--- src/rtl/scr1_imem_ahb_pipe.sv ---
// IMEM-to-AHB-Lite fetch bridge with a configurable request queue, fetch flush and
// optional registered response path (SCR1_IMEM_AHB_PIPE_RESP_REG_EN).
module scr1_imem_ahb_pipe #(
   parameter int unsigned REQ_FIFO_DEPTH = 2,
   parameter int unsigned AHB_WIDTH      = 32
) (
   input  logic                 clk,
   input  logic                 rst_n,
   // core instruction memory interface
   output logic                 imem_req_ack,
   input  logic                 imem_req,
   input  logic                 imem_cmd,
   input  logic [AHB_WIDTH-1:0] imem_addr,
   input  logic                 imem_flush,
   output logic [AHB_WIDTH-1:0] imem_rdata,
   output logic [1:0]           imem_resp,
   // AHB-Lite master port
   output logic [3:0]           hprot,
   output logic [2:0]           hburst,
   output logic [2:0]           hsize,
   output logic [1:0]           htrans,
   output logic                 hmastlock,
   output logic [AHB_WIDTH-1:0] haddr,
   input  logic                 hready,
   input  logic [AHB_WIDTH-1:0] hrdata,
   input  logic                 hresp
);

   localparam int unsigned PTR_W = (REQ_FIFO_DEPTH > 1) ? $clog2(REQ_FIFO_DEPTH) : 1;
   localparam int unsigned CNT_W = $clog2(REQ_FIFO_DEPTH + 1);

   localparam logic [PTR_W-1:0] PTR_LAST = PTR_W'(REQ_FIFO_DEPTH - 1);
   localparam logic [CNT_W-1:0] CNT_FULL = CNT_W'(REQ_FIFO_DEPTH);

   localparam logic [1:0] MEM_RESP_NOTRDY = 2'b00;
   localparam logic [1:0] MEM_RESP_RDY_OK = 2'b01;
   localparam logic [1:0] MEM_RESP_RDY_ER = 2'b10;

   localparam logic [1:0] HTRANS_IDLE   = 2'b00;
   localparam logic [1:0] HTRANS_NONSEQ = 2'b10;
   localparam logic [2:0] HBURST_SINGLE = 3'b000;
   localparam logic [2:0] HSIZE_32B     = 3'b010;
   localparam logic       HRESP_ERROR   = 1'b1;

   localparam logic [0:0] FSM_ADDR = 1'b0;
   localparam logic [0:0] FSM_DATA = 1'b1;

   logic [0:0]           fsm;
   logic [0:0]           fsm_nxt;
   logic [PTR_W-1:0]     rd_ptr;
   logic [PTR_W-1:0]     wr_ptr;
   logic [PTR_W-1:0]     wr_idx;
   logic [CNT_W-1:0]     cnt;
   logic [AHB_WIDTH-1:0] queue_mem [REQ_FIFO_DEPTH];
   logic                 full;
   logic                 empty;
   logic                 wr_en;
   logic                 rd_en;
   logic                 issue_ok;
   logic                 done;
   logic                 discard;
   logic [1:0]           resp_c;
   logic                 unused_cmd;

   function automatic logic [PTR_W-1:0] ptr_inc(input logic [PTR_W-1:0] p);
      return (p == PTR_LAST) ? '0 : p + PTR_W'(1);
   endfunction

   // Fetches are read-only; the command carries no information here.
   assign unused_cmd = imem_cmd;

   assign full         = (cnt == CNT_FULL);
   assign empty        = (cnt == '0);
   assign imem_req_ack = ~full;
   assign wr_en        = imem_req & ~full;
   assign issue_ok     = ~empty & ~imem_flush;
   assign done         = (fsm == FSM_DATA) & hready;

   assign hprot     = 4'b0000;
   assign hburst    = HBURST_SINGLE;
   assign hsize     = HSIZE_32B;
   assign hmastlock = 1'b0;
   assign haddr     = queue_mem[rd_ptr];

   // Queue pointers/count; a flush empties the queue but still takes this cycle's write.
   always_ff @(posedge clk or negedge rst_n) begin
      if (!rst_n) begin
         rd_ptr <= '0;
         wr_ptr <= '0;
         cnt    <= '0;
      end else if (imem_flush) begin
         rd_ptr <= '0;
         wr_ptr <= wr_en ? ptr_inc('0) : '0;
         cnt    <= wr_en ? CNT_W'(1) : '0;
      end else begin
         if (wr_en) wr_ptr <= ptr_inc(wr_ptr);
         if (rd_en) rd_ptr <= ptr_inc(rd_ptr);
         cnt <= cnt + CNT_W'(wr_en) - CNT_W'(rd_en);
      end
   end

   assign wr_idx = imem_flush ? '0 : wr_ptr;

   // Address storage needs no reset: entries are only read when counted valid.
   always_ff @(posedge clk) begin
      if (wr_en) queue_mem[wr_idx] <= imem_addr;
   end

   always_ff @(posedge clk or negedge rst_n) begin
      if (!rst_n) fsm <= FSM_ADDR;
      else        fsm <= fsm_nxt;
   end

   // Address-phase control: an ADDR-state issue needs no hready, the bus data phase is idle.
   always_comb begin
      fsm_nxt = fsm;
      htrans  = HTRANS_IDLE;
      rd_en   = 1'b0;
      case (fsm)
         FSM_ADDR: begin
            if (issue_ok) begin
               htrans  = HTRANS_NONSEQ;
               rd_en   = 1'b1;
               fsm_nxt = FSM_DATA;
            end
         end
         FSM_DATA: begin
            if (hready) begin
               if (hresp == HRESP_ERROR) begin
                  fsm_nxt = FSM_ADDR;
               end else if (issue_ok) begin
                  htrans = HTRANS_NONSEQ;
                  rd_en  = 1'b1;
               end else begin
                  fsm_nxt = FSM_ADDR;
               end
            end
         end
         default: fsm_nxt = FSM_ADDR;
      endcase
   end

   // A flush during a stalled data phase squashes that response when it eventually completes.
   always_ff @(posedge clk or negedge rst_n) begin
      if (!rst_n)                             discard <= 1'b0;
      else if (done)                          discard <= 1'b0;
      else if ((fsm == FSM_DATA) & imem_flush) discard <= 1'b1;
   end

   always_comb begin
      resp_c = MEM_RESP_NOTRDY;
      if (done & ~discard & ~imem_flush) begin
         resp_c = (hresp == HRESP_ERROR) ? MEM_RESP_RDY_ER : MEM_RESP_RDY_OK;
      end
   end

`ifdef SCR1_IMEM_AHB_PIPE_RESP_REG_EN
   logic [1:0]           resp_q;
   logic [AHB_WIDTH-1:0] rdata_q;

   // Response register: suppression is already folded into resp_c.
   always_ff @(posedge clk or negedge rst_n) begin
      if (!rst_n) begin
         resp_q  <= MEM_RESP_NOTRDY;
         rdata_q <= '0;
      end else begin
         resp_q <= resp_c;
         if (done) rdata_q <= hrdata;
      end
   end

   assign imem_resp  = resp_q;
   assign imem_rdata = rdata_q;
`else
   assign imem_resp  = resp_c;
   assign imem_rdata = hrdata;
`endif

endmodule

--- config.mk ---
export PLATFORM = sky130hd
export DESIGN_NAME = scr1_imem_ahb_pipe
export DESIGN_NICKNAME = d
export VERILOG_FILES = /design/src/rtl/scr1_imem_ahb_pipe.sv
export SDC_FILE = /design/constraint.sdc
export NUM_CORES = 1
export LEC_CHECK = 0
export CELL_PAD_IN_SITES_DETAIL_PLACEMENT = 1
export CELL_PAD_IN_SITES_GLOBAL_PLACEMENT = 1
export CORE_AREA = 2 2 103 105
export DETAILED_ROUTE_END_ITERATION = 16
export DIE_AREA = 0 0 105 107
export HOLD_SLACK_MARGIN = 0.03
export PLACE_DENSITY = 0.81
export SYNTH_ARGS = -nofsm -noshare
export SYNTH_HDL_FRONTEND = slang
export SYNTH_SLANG_ARGS = --single-unit
--- constraint.sdc ---
create_clock -name clk -period 2.8 [get_ports clk]
set_input_delay 0.28 -clock clk [delete_from_list [all_inputs] [get_ports clk]]
set_output_delay 0.28 -clock clk [all_outputs]
set_load 0.02 [all_outputs]
-- Word-level counts from Yosys, hierarchy flattened
Memory sizes are Yosys's and may differ from the RTL's.
Index checks and enable logic that the tools add are counted.
- bits in registers: 6
- memory bits (read-only): 0
- memories kept: 1
- logic and storage cells: 51
- latch bits: 0
- memory bits (writable): 64
- bits of input ports: 71
- memory list (memory ; words ; bits a word ; read ports ; clocked after memory_dff ; wr ports ; RTL line ; text):
    queue_mem ; 2 ; 32 ; 1 ; 0 ; 1 ; 54 ; logic [AHB_WIDTH-1:0] queue_mem [REQ_FIFO_DEPTH];
- mux-type cells: 25
- bitwise logic cells: 11
- div/mod/pow operators: 0
- add/sub/neg operators: 4
- shift operators: 0
- reduce and logical (&&, ||, !) cells: 4
- equality and inequality tests: 1
- $mul: 0
- $lt $le $gt $ge: 0
- operator list (kind ; count):
    $mux 1 ; 16
    $mux 2 ; 6
    $and 1x1->1 ; 6
    $reduce_bool 2->1 ; 3
    $not 1->1 ; 5
    $pmux 1 s2 ; 2
    $pmux 2 s2 ; 1
    $add 1x1->1 const B ; 2
    $add 2x1->2 ; 1
    $eq 2x2->1 const B ; 1
    $logic_not 2->1 ; 1
    $sub 2x1->2 ; 1

-- Longest topological paths before layout
Gate-level depths: netlist of the first run.
- depth in word-level cells: 9
- gate-level depth with buffers: 9
- depth with buffers taken out: 8

-- Worst setup path before layout of the first run
OpenSTA, ideal clock, no wires.
- path kind: reg2reg
- start point: register cnt[0]
- end point: memory queue_mem[0][0] (enable)
- arrival: 2106 ps
- data required time: 2379 ps
- setup slack: 273 ps
- path buffers: 0
- cell stages (with the launch flop): 4
- cells stage by stage: dfrtp_1 > nand2b_2 > nand2_1 > nor2_1
- longest elaborated chain between the ends: 5
- ends and longest elaborated chain (item ; RTL line ; text):
    from (decl) ; 53 ; logic [CNT_W-1:0] cnt;
    from (signal assigned) ; 94 ; cnt <= wr_en ? CNT_W'(1) : '0;
    from (signal assigned) ; 98 ; cnt <= cnt + CNT_W'(wr_en) - CNT_W'(rd_en);
    $eq 2x2->1 ; 72 ; assign full = (cnt == CNT_FULL);
    $not 1->1 ; n/a ;
    net imem_req_ack ; 10 ; output logic imem_req_ack,
    $and 1x1->1 ; 75 ; assign wr_en = imem_req & ~full;
    $mux 1 ; 106 ; if (wr_en) queue_mem[wr_idx] <= imem_addr;
    $mux 1 (not written as such) ; 106 ;
    to (decl) ; 54 ;
The timed path passes the listed nets, and every way through them passes these cells.

-- Final worst setup path of the first run
- start point: register rd_ptr
- end point: output haddr[21]
- longest elaborated chain between the ends: 1
- ends and longest elaborated chain (item ; RTL line ; text):
    from (decl) ; 50 ; logic [PTR_W-1:0] rd_ptr;
    from (signal assigned) ; 97 ; if (rd_en) rd_ptr <= ptr_inc(rd_ptr);
    $mem_v2 2x32 ; n/a ;
    to (decl) ; 23 ; output logic [AHB_WIDTH-1:0] haddr,
No other way between the ends.

==> impl_metrics.csv, run 1 <==
group,metric,value,unit
status,status,"complete, no violations",
power_and_ir_drop,powerDensity,934,nW/um2
power_and_ir_drop,p_int,2.53,mW
global_routing,grt_pass1_wl,8690,um
routing,dr.pass1.iters,4,
synth,syn_area,3150,um2
timing,timing.final.crit_share,79.9,%
placement,io_buffers,73,
clocking,cts-hold-fix-buffers,0,
synth,synth_top_area_cell,"edfxtp_1",
power_and_ir_drop,power.leakage,1.44,nW
cells_and_area,fin_cells,373,
timing,clock_skew,7.76,ps
timing,hold_violations,0,
placement,routabilityCongestion,0.655,
synth,synth_commonest_cells,"edfxtp_1 (64), buf_4 (45), mux2_4 (29)",
clocking,cts_made_buffers,9,
floorplanning,die_w,105,um
global_routing,grt_pass1_vias,1676,
synth,ys.flop_type,"edfxtp_1",
clocking,cts_resized,0,
timing,fmax,447,MHz
synth,ys_seq_elements,70,
routing,num_vias,1543,
worst_setup_path,worstPathMaxFanout,18,
timing,rsz0062_at_grt,"false",
placement,placedCellCount,357,
cells_and_area,diodes,0,
floorplanning,row_count,37,
power_and_ir_drop,pwr-share-comb,39.8,%
clocking,cts_buffer_depth,2,
routing,dr.first_iter.drc_count,82,
timing,setup_viol,0,
synth,yosys.cell_count.top_type,"edfxtp_1",
power_and_ir_drop,pwr-share-clk,21.2,%
timing,maxSlewHeadroom,65.0,%
timing,finalCriticalPeriod,2240,ps
routing,vias_per_cell,4.14,
synth,syn_inst,183,
synth,yosysSeqAreaShare,65.8,%
run,maxCapViolCount,0,
clocking,postCtsSetupBuffers,0,
synth,yosysWarnings,0,
worst_setup_path,crit_required,2520,ps
synth,syn_area_per_cell,17.2,um2
timing,worst_slew_pin_slew,524,ps
power_and_ir_drop,p_switching,1.15,mW
cells_and_area,layout-drive-gt1-share,24.5,%
floorplanning,start_util,31.2,%
timing,setup_ws,564,ps
synth,ys_async_sr_fraction,8.57,%
power_and_ir_drop,vdd_drop_max,322,uV
clocking,cts_root_buffer,"clkbuf_8",
timing,slew_viol_final,0,
global_routing,grt_max_degree,19,
routing,routed_wl,5670,um
min_path,worst_hold_path_type,"in -> async",
placement,dp_slack,501,ps
routing,wl_per_cell,15.2,um
worst_setup_path,start_kind,"flop",
floorplanning,ioPinCount,151,
cells_and_area,nets,305,
worst_setup_path,crit_type,"reg -> out",
power_and_ir_drop,switching_share,31.3,%
floorplanning,dieArea,11200,um2
clocking,htreeDepth,3,
worst_setup_path,reg2reg_depth,8,
synth,synthDistinctLibCells,28,
cells_and_area,final_util,39.1,%
timing,tns,0,ps
global_routing,antenna_found_initial,0,
routing,ant_nets,0,
clocking,clk_pin_slew,70,ps
clocking,cts_tree,"done",
clocking,cts.sinks,70,
placement,dp_hpwl,3990,um
global_routing,grtUsageTotal,10.4,%
routing,drc,0,
synth,synth-edff-count,64,
synth,synthTopCellsByArea,"edfxtp_1 (61%), mux2_4 (14%), buf_4 (11%), dfrtp_1 (4.8%), buf_6 (1.8%)",
clocking,clk_latency,350,ps
power_and_ir_drop,seqPwrFrac,39.0,%
worst_setup_path,cp-end-kind,"output pin",
worst_setup_path,cp.arrival,1960,ps
floorplanning,fp.dieH,107,um
floorplanning,fp.coreArea,10100,um2
synth,synth_top_area_share,61.0,%
cells_and_area,area_growth_syn_to_layout,25.2,%
global_routing,grt-ovfl-total,0,
[metal layers]
metal,GRT usage [%],wire length (um),up-vias
met3,2.98,361,24
met4,9.05,229,0
li1,-,-,703
met1,10.9,2170,746
met2,17.2,2910,70
met5,0,0,-
[flip-flops by register name, indices dropped and copies added (netlist names)]
name	flops
cnt	2
fsm	1
rd_ptr	1
wr_ptr	1
discard	1
queue_mem	64
[power by group through the flow]
stage	Sequential, mW	Combinational, mW	Clock [mW]
6_report	1.44	1.47	0.780
3_5_place_dp	1.46	1.50	0
2_1_floorplan	1.44	1.04	0
3_3_place_gp	1.44	1.47	0
5_1_grt	1.45	1.56	0.859
4_1_cts	1.44	1.50	0.814
[path summary, 6_finish.rpt]
check                                    from               end  slack [ps]
worst min-delay path                    rst_n           discard         190
min in group clk                imem_addr[30]  queue_mem[1][30]         510
max in group asynchronous               rst_n            rd_ptr        2350
worst max register to register         cnt[0]            cnt[1]         970
worst max-delay path                   rd_ptr         haddr[21]         560
worst min register to register        discard           discard         590
[placed cells by master, fill, tap and decap left out, types with 3 or more instances in the layout]
master / synthesis / final
buf_4: 45 / 4
clkbuf_8: 0 / 9
clkdlybuf4s50_1: 0 / 73
clkinv_2: 0 / 3
conb_1: 2 / 12
dfrtp_1: 6 / 5
edfxtp_1: 64 / 64
inv_1: 3 / 3
mux2_2: 3 / 3
mux2_4: 29 / 29
[worst max-delay path, cell delays in order, from the launching register on]
cell and delay [ps]:
dfrtp_2 360, buf_4 310, mux2_2 370, clkdlybuf4s50_1 560
[cell families after synthesis]
group	after synthesis	share of synthesized area [%]
AOI/OAI and AO/OA	7	1.99
xor gates and xnor gates	2	0.556
adders and majority gates	2	0.794
buffers and inverters	53	12.9
DFF	70	65.8
muxes	33	15.2
other	2	0.238
and+or+nand+nor	14	2.54
[layout make-up]
class	instances	area [um2]
clock buffers	10	128
clock inverters	6	62.6
fillers	1056	6150
inverters	3	11.3
multi-input cells	70	718
flip-flops and latches	70	2070
well taps	136	170
repair buffers	78	781
[metrics by stage]
stage	hold slack (ps)	cell area (um2)	total power [mW]
6_report	187	3940	3.68
5_1_grt	181	3940	3.88
4_1_cts	173	3940	3.75
3_5_place_dp	556	3750	2.96
3_3_place_gp	540	3750	2.91
2_1_floorplan	-15.6	3190	2.48
Power figures use the tool's default switching activity.
==> run 2: changes to the inputs <==
- clock period: 2.8 -> 2.2 ns (I/O delays scaled with it)
==> run 2 against run 1 <==
Against the previous run: wire length shrank 0.30%; die area unchanged; global-route usage is 0.094 points higher; worst setup slack got worse by 480 ps; combinational power grew 28%; flip-flop and latch count unchanged; clock power is 46% higher; highest routed layer unchanged; critical endpoint unchanged.
==> impl_metrics.csv, run 2 (synthesis results as in run 1) <==
group,metric,value,unit
clocking,cts_buffer_depth,2,
cells_and_area,largest_reg_flops,64,
placement,io_buffers,73,
timing,maxSlewHeadroom,35.4,%
global_routing,grtUsageTotal,10.5,%
routing,vias_per_cell,4.06,
timing,timing.final.crit_share,96.1,%
placement,dp_hpwl,4050,um
floorplanning,die_w,105,um
power_and_ir_drop,powerDensity,1210,nW/um2
global_routing,grt-ovfl-total,0,
placement,dp_slack,-64.5,ps
placement,placedCellCount,357,
clocking,cts.sinks,70,
timing,setup_viol,0,
floorplanning,row_count,37,
floorplanning,ioPinCount,151,
clocking,clk_pin_slew,80,ps
timing,fmax,473,MHz
cells_and_area,nets,305,
placement,routabilityCongestion,0.701,
global_routing,grt_pass1_vias,1605,
timing,worst_slew_pin_slew,966,ps
power_and_ir_drop,seqPwrFrac,37.8,%
routing,num_vias,1516,
routing,wl_per_cell,15.2,um
timing,finalCriticalPeriod,2110,ps
clocking,cts_root_buffer,"clkbuf_8",
routing,ant_nets,0,
status,status,"complete, no violations",
cells_and_area,layout-drive-gt1-share,24.5,%
power_and_ir_drop,switching_share,30.5,%
clocking,cts_tree,"done",
global_routing,antenna_found_initial,0,
clocking,htreeDepth,3,
cells_and_area,num-fill-cells,1056,
clocking,clk_latency,340,ps
timing,tns,0,ps
worst_setup_path,start_kind,"flop",
routing,routed_wl,5650,um
power_and_ir_drop,totalPowerFinal,4.86,mW
power_and_ir_drop,vdd_drop_max,297,uV
global_routing,grt_max_degree,33,
power_and_ir_drop,power.leakage,1.46,nW
clocking,cts_resized,1,
cells_and_area,diodes,0,
worst_setup_path,worstPathMaxFanout,15,
cells_and_area,fin_cells,373,
cells_and_area,layout_common_cells,"clkdlybuf4s50_1 (73), edfxtp_1 (64), mux2_4 (29)",
cells_and_area,area_growth_syn_to_layout,27.1,%
routing,drc,0,
run,maxCapViolCount,0,
clocking,postCtsSetupBuffers,0,
floorplanning,dieArea,11200,um2
routing,dr.pass1.iters,4,
cells_and_area,largest-register,"queue_mem",
routing,dr.first_iter.drc_count,30,
timing,setup_ws,86.3,ps
min_path,worst_hold_path_type,"in -> async",
power_and_ir_drop,p_switching,1.48,mW
timing,clock_skew,8.87,ps
cells_and_area,final_common_cell,"clkdlybuf4s50_1",
clocking,cts-hold-fix-buffers,0,
timing,hold_violations,0,
worst_setup_path,cp.arrival,1890,ps
power_and_ir_drop,p_int,3.37,mW
worst_setup_path,cp-end-kind,"output pin",
cells_and_area,reg_top3,"queue_mem x64, cnt x2",
floorplanning,fp.dieH,107,um
power_and_ir_drop,pwr-share-comb,38.8,%
floorplanning,fp.coreArea,10100,um2
global_routing,grt_pass1_wl,8740,um
clocking,cts_made_buffers,9,
worst_setup_path,crit_type,"reg -> out",
timing,slew_viol_final,0,
worst_setup_path,crit_required,1980,ps
power_and_ir_drop,pwr-share-clk,23.4,%
timing,rsz0062_at_grt,"false",
floorplanning,start_util,31.2,%
run 2: cell count changes in the layout (fill, tap and decap cells not counted), sizes merged:
cell | previous run | this run
clkinv | 5 | 2
inv | 3 | 4
clkinvlp | 0 | 1
bufinv | 1 | 2
run 2: worst paths after layout:
kind | slack [ps] | start | cells past startpoint | to
worst max-delay path | 90 | rd_ptr | 3 | haddr[21]
worst min-delay path | 130 | rst_n | 1 | cnt[1]
worst max register to register | 300 | cnt[0] | 3 | queue_mem[0][29]
worst min register to register | 610 | discard | 2 | discard
max in group asynchronous | 1820 | rst_n | 1 | rd_ptr
min in group clk | 440 | hrdata[0] | 0 | imem_rdata[0]
run 2: worst max-delay path, stage by stage (launching register included):
cell and delay (ps):
dfrtp_2 400, buf_6 220, mux2_2 370, clkdlybuf4s50_1 570
run 2: cell type report:
type,count,area (um2),area share [%]
Multi-Input combinational cell,70,718,17.9
Clock inverter,6,93.8,2.34
Inverter,3,11.3,0.281
Timing Repair Buffer,78,810,20.2
Clock buffer,10,128,3.19
Sequential cell,70,2070,51.8
Tap cell,136,170,4.25
run 2: power groups by stage:
stage                     combinational [mW]  clock (mW)  sequential, mW
after floorplan                         1.32           0            1.83
after global placement                  1.87           0            1.85
after detailed placement                1.92           0            1.87
after CTS                               1.93        1.18            1.84
after global routing                    2.01        1.24            1.86
final                                   1.88        1.14            1.84
run 2: layer usage:
metal  vias to the layer above  part of all wire (%)  global-route usage, %
met1                       732                    40                   11.9
met3                        11                   7.8                   4.32
met5                         -                     0                      0
li1                        702                     -                      -
met2                        71                    50                   17.4
met4                         0                   1.6                   4.67
run 2: stage by stage:
stage               area, um2  utilization (%)  hold WS [ps]
finish                   4000             39.7           133
global route             4000             39.7           130
CTS                      4000             39.7           119
detailed placement       3780             37.4           440
global placement         3780             37.4           440
floorplan                3190                -         -75.6
